<file path="src/rtl/rtc_access_sequencer.sv">
// Burst sequencer in front of the RTC bus-timing stage: walks the time registers
// (read or write + transfer command), owns the muxed AD bus and publishes an atomic snapshot.
module rtc_access_sequencer #(
  parameter int          N_REGS    = 6,
  parameter logic [7:0]  BASE_ADDR = 8'h21,
  parameter bit          XFER_EN   = 1'b1,
  parameter logic [7:0]  XFER_ADDR = 8'hF0,
  parameter logic [7:0]  XFER_DATA = 8'hF0,
  parameter logic [5:0]  TIMEOUT   = 6'd63
) (
  input  logic                  clk,
  input  logic                  reset,
  input  logic                  rd_all,
  input  logic                  wr_all,
  input  logic [8*N_REGS-1:0]   wr_time,
  input  logic                  frw,
  input  logic                  ad_n,
  input  logic                  cs_n,
  input  logic                  rd_n,
  output logic                  acceso,
  output logic                  read,
  output logic [7:0]            bus_out,
  output logic                  bus_oe,
  input  logic [7:0]            bus_in,
  output logic [8*N_REGS-1:0]   time_out,
  output logic                  busy,
  output logic                  done,
  output logic                  err
);

  localparam int IDX_W = (N_REGS > 1) ? $clog2(N_REGS) : 1;
  localparam logic [IDX_W-1:0] LAST_IDX = IDX_W'(N_REGS - 1);

  typedef enum logic [2:0] {S_IDLE, S_REQ, S_WAIT, S_NEXT, S_DONE} state_t;

  state_t                   state_q, state_d;
  logic                     mode_rd_q, mode_rd_d;
  logic                     xfer_q, xfer_d;
  logic [IDX_W-1:0]         idx_q, idx_d;
  logic [5:0]               wd_q, wd_d;
  logic                     err_q, err_d;
  logic                     cs_prev_q, cs_prev_d;
  logic                     rd_low_q, rd_low_d;
  logic                     bus_oe_q, bus_oe_d;
  logic [7:0]               bus_out_q, bus_out_d;
  logic [N_REGS-1:0][7:0]   shadow_q, shadow_d;
  logic [8*N_REGS-1:0]      time_q, time_d;

  logic                     abort;
  logic                     active;
  logic [7:0]               cur_addr;
  logic [7:0]               cur_wdata;

  always_comb begin
    state_d   = state_q;
    mode_rd_d = mode_rd_q;
    xfer_d    = xfer_q;
    idx_d     = idx_q;
    wd_d      = wd_q;
    err_d     = err_q;
    shadow_d  = shadow_q;
    time_d    = time_q;
    cs_prev_d = cs_n;
    rd_low_d  = (rd_n == 1'b0);
    abort     = 1'b0;

    case (state_q)
      S_IDLE: begin
        if (rd_all) begin
          mode_rd_d = 1'b1;
          xfer_d    = 1'b0;
          idx_d     = '0;
          err_d     = 1'b0;
          state_d   = S_REQ;
        end else if (wr_all) begin
          mode_rd_d = 1'b0;
          xfer_d    = 1'b0;
          idx_d     = '0;
          err_d     = 1'b0;
          shadow_d  = wr_time;
          state_d   = S_REQ;
        end
      end
      S_REQ: begin
        if (wd_q == TIMEOUT) abort = 1'b1;
        else if (!ad_n && !cs_n) state_d = S_WAIT;
      end
      S_WAIT: begin
        if (wd_q == TIMEOUT) begin
          abort = 1'b1;
        end else begin
          // Strobe-qualified capture: data is valid on the cs_n rising edge of a real read cycle.
          if (mode_rd_q && cs_n && !cs_prev_q && rd_low_q) shadow_d[idx_q] = bus_in;
          if (frw) state_d = S_NEXT;
        end
      end
      S_NEXT: begin
        if (!xfer_q && idx_q != LAST_IDX) begin
          idx_d   = idx_q + 1'b1;
          state_d = S_REQ;
        end else if (!mode_rd_q && XFER_EN && !xfer_q) begin
          xfer_d  = 1'b1;
          state_d = S_REQ;
        end else begin
          state_d = S_DONE;
        end
      end
      S_DONE: begin
        if (mode_rd_q) time_d = shadow_q;
        xfer_d  = 1'b0;
        state_d = S_IDLE;
      end
      default: state_d = S_IDLE;
    endcase

    if (abort) begin
      err_d   = 1'b1;
      xfer_d  = 1'b0;
      state_d = S_IDLE;
    end

    // Watchdog restarts per access and spans both REQ and WAIT.
    if (state_d == S_REQ && state_q != S_REQ) wd_d = '0;
    else if (state_q == S_REQ || state_q == S_WAIT) wd_d = wd_q + 6'd1;
  end

  assign active    = (state_q != S_IDLE) && !abort;
  assign cur_addr  = xfer_q ? XFER_ADDR : BASE_ADDR + 8'(idx_q);
  assign cur_wdata = xfer_q ? XFER_DATA : shadow_q[idx_q];

  always_comb begin
    bus_oe_d  = 1'b0;
    bus_out_d = bus_out_q;
    if (active && !ad_n) begin
      bus_oe_d  = 1'b1;
      bus_out_d = cur_addr;
    end else if (active && !mode_rd_q && ad_n && !cs_n) begin
      bus_oe_d  = 1'b1;
      bus_out_d = cur_wdata;
    end
  end

  always_ff @(posedge clk) begin
    if (reset) begin
      state_q   <= S_IDLE;
      mode_rd_q <= 1'b0;
      xfer_q    <= 1'b0;
      idx_q     <= '0;
      wd_q      <= '0;
      err_q     <= 1'b0;
      cs_prev_q <= 1'b1;
      rd_low_q  <= 1'b0;
      bus_oe_q  <= 1'b0;
      bus_out_q <= '0;
      shadow_q  <= '0;
      time_q    <= '0;
    end else begin
      state_q   <= state_d;
      mode_rd_q <= mode_rd_d;
      xfer_q    <= xfer_d;
      idx_q     <= idx_d;
      wd_q      <= wd_d;
      err_q     <= err_d;
      cs_prev_q <= cs_prev_d;
      rd_low_q  <= rd_low_d;
      bus_oe_q  <= bus_oe_d;
      bus_out_q <= bus_out_d;
      shadow_q  <= shadow_d;
      time_q    <= time_d;
    end
  end

  assign acceso   = (state_q == S_REQ);
  assign read     = (state_q != S_IDLE) && mode_rd_q && !xfer_q;
  assign busy     = (state_q != S_IDLE);
  assign done     = (state_q == S_DONE);
  assign err      = err_q;
  assign bus_oe   = bus_oe_q;
  assign bus_out  = bus_out_q;
  assign time_out = time_q;

endmodule
</file>
<file path="config.mk">
export PLATFORM = sky130hd
export DESIGN_NAME = rtc_access_sequencer
export DESIGN_NICKNAME = d
export VERILOG_FILES = /design/src/rtl/rtc_access_sequencer.sv
export SDC_FILE = /design/constraint.sdc
export NUM_CORES = 1
export LEC_CHECK = 0
export CAP_MARGIN = 20
export CORE_UTILIZATION = 35
export DETAILED_ROUTE_END_ITERATION = 16
export GPL_TIMING_DRIVEN = 0
export SLEW_MARGIN = 20
export SYNTH_ARGS = -nofsm -noshare
export SYNTH_HDL_FRONTEND = slang
export SYNTH_SLANG_ARGS = --single-unit
export TNS_END_PERCENT = 100
</file>
<file path="constraint.sdc">
create_clock -name clk -period 6.5 [get_ports clk]
set_input_delay 1.625 -clock clk [delete_from_list [all_inputs] [get_ports clk]]
set_output_delay 1.625 -clock clk [all_outputs]
set_load 0.01 [all_outputs]
</file>
==> results of run 1 <==
stage by stage:
step / hold WS [ns] / std cells / total power [mW] / area (µm²)
final: 0.452 / 1057 / 1.97 / 7940
after global routing: 0.470 / 1057 / 2.04 / 7940
after CTS: 0.454 / 1057 / 1.98 / 7940
after detailed placement: 0.447 / 1025 / 1.06 / 7360
after global placement: 0.445 / 1025 / 1.05 / 7360
after floorplan: 0.432 / 684 / 0.939 / 5840
power by group:
part	total, mW	internal (mW)	switching (mW)
logic	0.236	0.112	0.124
registers	0.810	0.779	0.0316
clock network	0.925	0.591	0.334
total	1.97	1.48	0.490
flip-flops by register name, indices dropped and copies added (netlist names):
name       flops
shadow_q      48
idx_q          3
bus_oe         1
cs_prev_q      1
bus_out        8
rd_low_q       1
err            1
time_out      48
wd_q           6
xfer_q         1
state_q        3
mode_rd_q      1
routing by layer:
metal  GRT usage, %  vias to the layer above
met2           42.2                      259
met4           11.2                        0
met5              0                        -
met3           4.01                       42
li1               -                     2841
met1           33.9                     2872
cell usage after synthesis, types with 3 or more instances:
| cell type | count |
|---|---|
| a211oi_1 | 51 |
| a21oi_1 | 79 |
| a22oi_1 | 12 |
| a311oi_1 | 10 |
| a32o_1 | 28 |
| a32oi_1 | 16 |
| and2_1 | 5 |
| buf_1 | 4 |
| buf_2 | 10 |
| buf_4 | 3 |
| clkbuf_1 | 47 |
| dfxtp_1 | 122 |
| ha_1 | 3 |
| inv_1 | 5 |
| mux2_2 | 19 |
| mux2i_1 | 12 |
| nand2_1 | 104 |
| nand2b_1 | 4 |
| nand3_1 | 9 |
| nor2_1 | 53 |
| nor2b_1 | 11 |
| nor3_1 | 11 |
| nor3b_1 | 3 |
| nor4_1 | 6 |
| o211ai_1 | 3 |
| o21ai_0 | 5 |
| o22ai_1 | 5 |
| xnor2_1 | 6 |
critical path: cells and delay by family, from the launching register on:
| kind | cells | cell delay, ns |
|---|---|---|
| buf+inv | 3 | 1.12 |
| simple gates | 1 | 0.20 |
| flops | 1 | 0.37 |
final timing paths:
check	start	to	slack, ns	depth (start not counted)
max	state_q[2]	done	2.76	4
min	time_out[32]	time_out[32]	0.45	2
max reg2reg	idx_q[1]	wd_q[0]	3.71	9
min reg2reg	time_out[32]	time_out[32]	0.45	2
cell type report:
| cell class | count | area share [%] |
|---|---|---|
| buffer | 66 | 3.45 |
| clock buffer | 24 | 6.07 |
| clock inverter | 8 | 1.17 |
| inverter | 6 | 0.284 |
| multi-input combinational | 490 | 39.1 |
| sequential | 122 | 30.8 |
| tap | 216 | 3.40 |
| timing repair buffer | 125 | 15.8 |
logic make-up (layout without fill, tap and decap cells):
group,count (synthesis),after routing
AO/OA/AOI/OAI,227,227
XOR/XNOR,7,7
adder cells (fa/ha/maj),3,3
buffers and inverters,72,229
flip-flops,122,122
multiplexers,32,32
AND/OR/NAND/NOR,221,221
==> reports/metrics.yaml, run 1 <==
finalMaxSlewViolations: 0
crit_arrival_ns: 2.11
antenna_cells: 0
die_h_um: 131
maxCapViolCount: 0
synthTopCellsByArea: "dfxtp_1 42%, a21oi_1 6.8%, nand2_1 6.7%, a211oi_1 6.6%, a32o_1 4.8%"
postSynthCellCount: 684
setup_tns_ns: 0
cts_tree: "yes"
grt_pass1_wl_um: 34000
fin_ws_ns: 2.76
crit_path_top_delay_cell: "clkdlybuf4s50_1"
layout.area.seq_um2: 2440
die_w_um: 131
wl_met2_um: 10300
clk_pin_slew_ns: 0.05
power_density_nw_per_um2: 248
synth_area_um2: 5840
antenna_found_initial: 0
yosys_warnings: 0
cts_sinks: 122
synth-edff-count: 0
yosys.area_share.adder_pct: 0.642
ys_async_sr_fraction_pct: 0
multi_input_area_um2: 3100
avgSynthCellArea_um2: 8.54
viasPerCell: 5.69
globalplace.congestion: 0.946
clk_path_buf_depth: 2
wl_met1_um: 9820
irDropWorstVdd_uv: 186
criticalPathCategory: "reg -> out"
ant_nets: 0
drtIter0Drc: 517
layout-area-overhead-vs-synth_pct: 35.9
yosys.area_share.simple_pct: 17.4
slew_headroom_pct: 44.3
grt_usage_pct: 25.9
synthXorXnorAreaFrac_pct: 1.18
synth_seq_cells: 122
synth_top_family_by_area: "compound AO/OA/AOI/OAI gates"
syn-num-nets: 751
io_buffers: 125
hold_class: "reg -> reg"
wl_um: 22000
dp_slack_ns: 2.51
fin_util_pct: 49.3
final_cell_mix: "125 x clkdlybuf4s50_1, 122 x dfxtp_1, 104 x nand2_1"
skew_ns: 0.00853
place_hpwl_um: 16700
fin_crit_ns: 3.74
rows: 46
drive_above_1_share_pct: 8.80
finalSetupViolCount: 0
drc: 0
crit_path_start_kind: "flop"
min_period_over_period_pct: 57.5
synthMuxAreaShare_pct: 6.10
final_common_cell: "clkdlybuf4s50_1"
io_pins: 126
grt_max_degree: 17
worstMarginPinSlew_ns: 0.828
finalHoldViolations: 0
post-synth-top-area-cell: "dfxtp_1"
vias: 6014
dr_wl_met3_um: 1330
cts_buffers: 17
dr.pass1.iters: 5
final_nets: 895
clk_latency_ns: 0.42
synth_top_area_share_pct: 41.8
nFillCells: 1532
end_kind: "output pin"
coreArea_um2: 16100
ctsHoldBuffers: 0
cts.repair.resized: 0
cts_setup_buffers: 0
critPathMaxFanout: 10
routedWlPerCell_um: 20.8
initial_core_util_pct: 36.3
worstPathCellList: "buf_2 -> clkbuf_1 -> and2_1 -> clkdlybuf4s50_1"
yosysSeqAreaShare_pct: 41.8
die_area_um2: 17200
rsz0062_at_grt: "no"
synth_flop_cell: "dfxtp_1"
leakage_nw: 2.64
crit_required_ns: 4.88
grt_pass1_vias: 5900
ys_types: 58
h-tree-depth: 4
maxUsedRoutingLayer: "met4"
status: "complete, no violations"
synth_compound_area_share_pct: 27.8
grt-ovfl-total: 0
clock.fmax_ghz: 0.267
max_stage_delay_ns: 0.53
cts-root-buf: "clkbuf_16"
(Power assumes the default switching activity.)
==> run 2, diff against run 1 <==
Clock period 6.5 ns to 3.4 ns, I/O delays scaled along.
==> results of run 2 <==
The final DEF is identical to that of run 1. Status: complete, no violations.
Main changes from that run: setup slack after placement 2.51 ns -> 0.188 ns; setup slack after layout 2.76 ns -> 0.435 ns; register-to-register setup slack 3.71 ns -> 0.61 ns; total power 1.97 mW -> 3.77 mW; worst IR drop on VDD 186 µV -> 355 µV
==> run 3, diff against run 2 <==
Clock period 3.4 ns to 3.75 ns, I/O delays scaled along.
==> results of run 3 <==
The final DEF is identical to that of run 1. Status: complete, no violations.
Main changes from that run: setup slack after placement 2.51 ns -> 0.451 ns; setup slack after layout 2.76 ns -> 0.698 ns; register-to-register setup slack 3.71 ns -> 0.96 ns; total power 1.97 mW -> 3.42 mW; worst IR drop on VDD 186 µV -> 322 µV
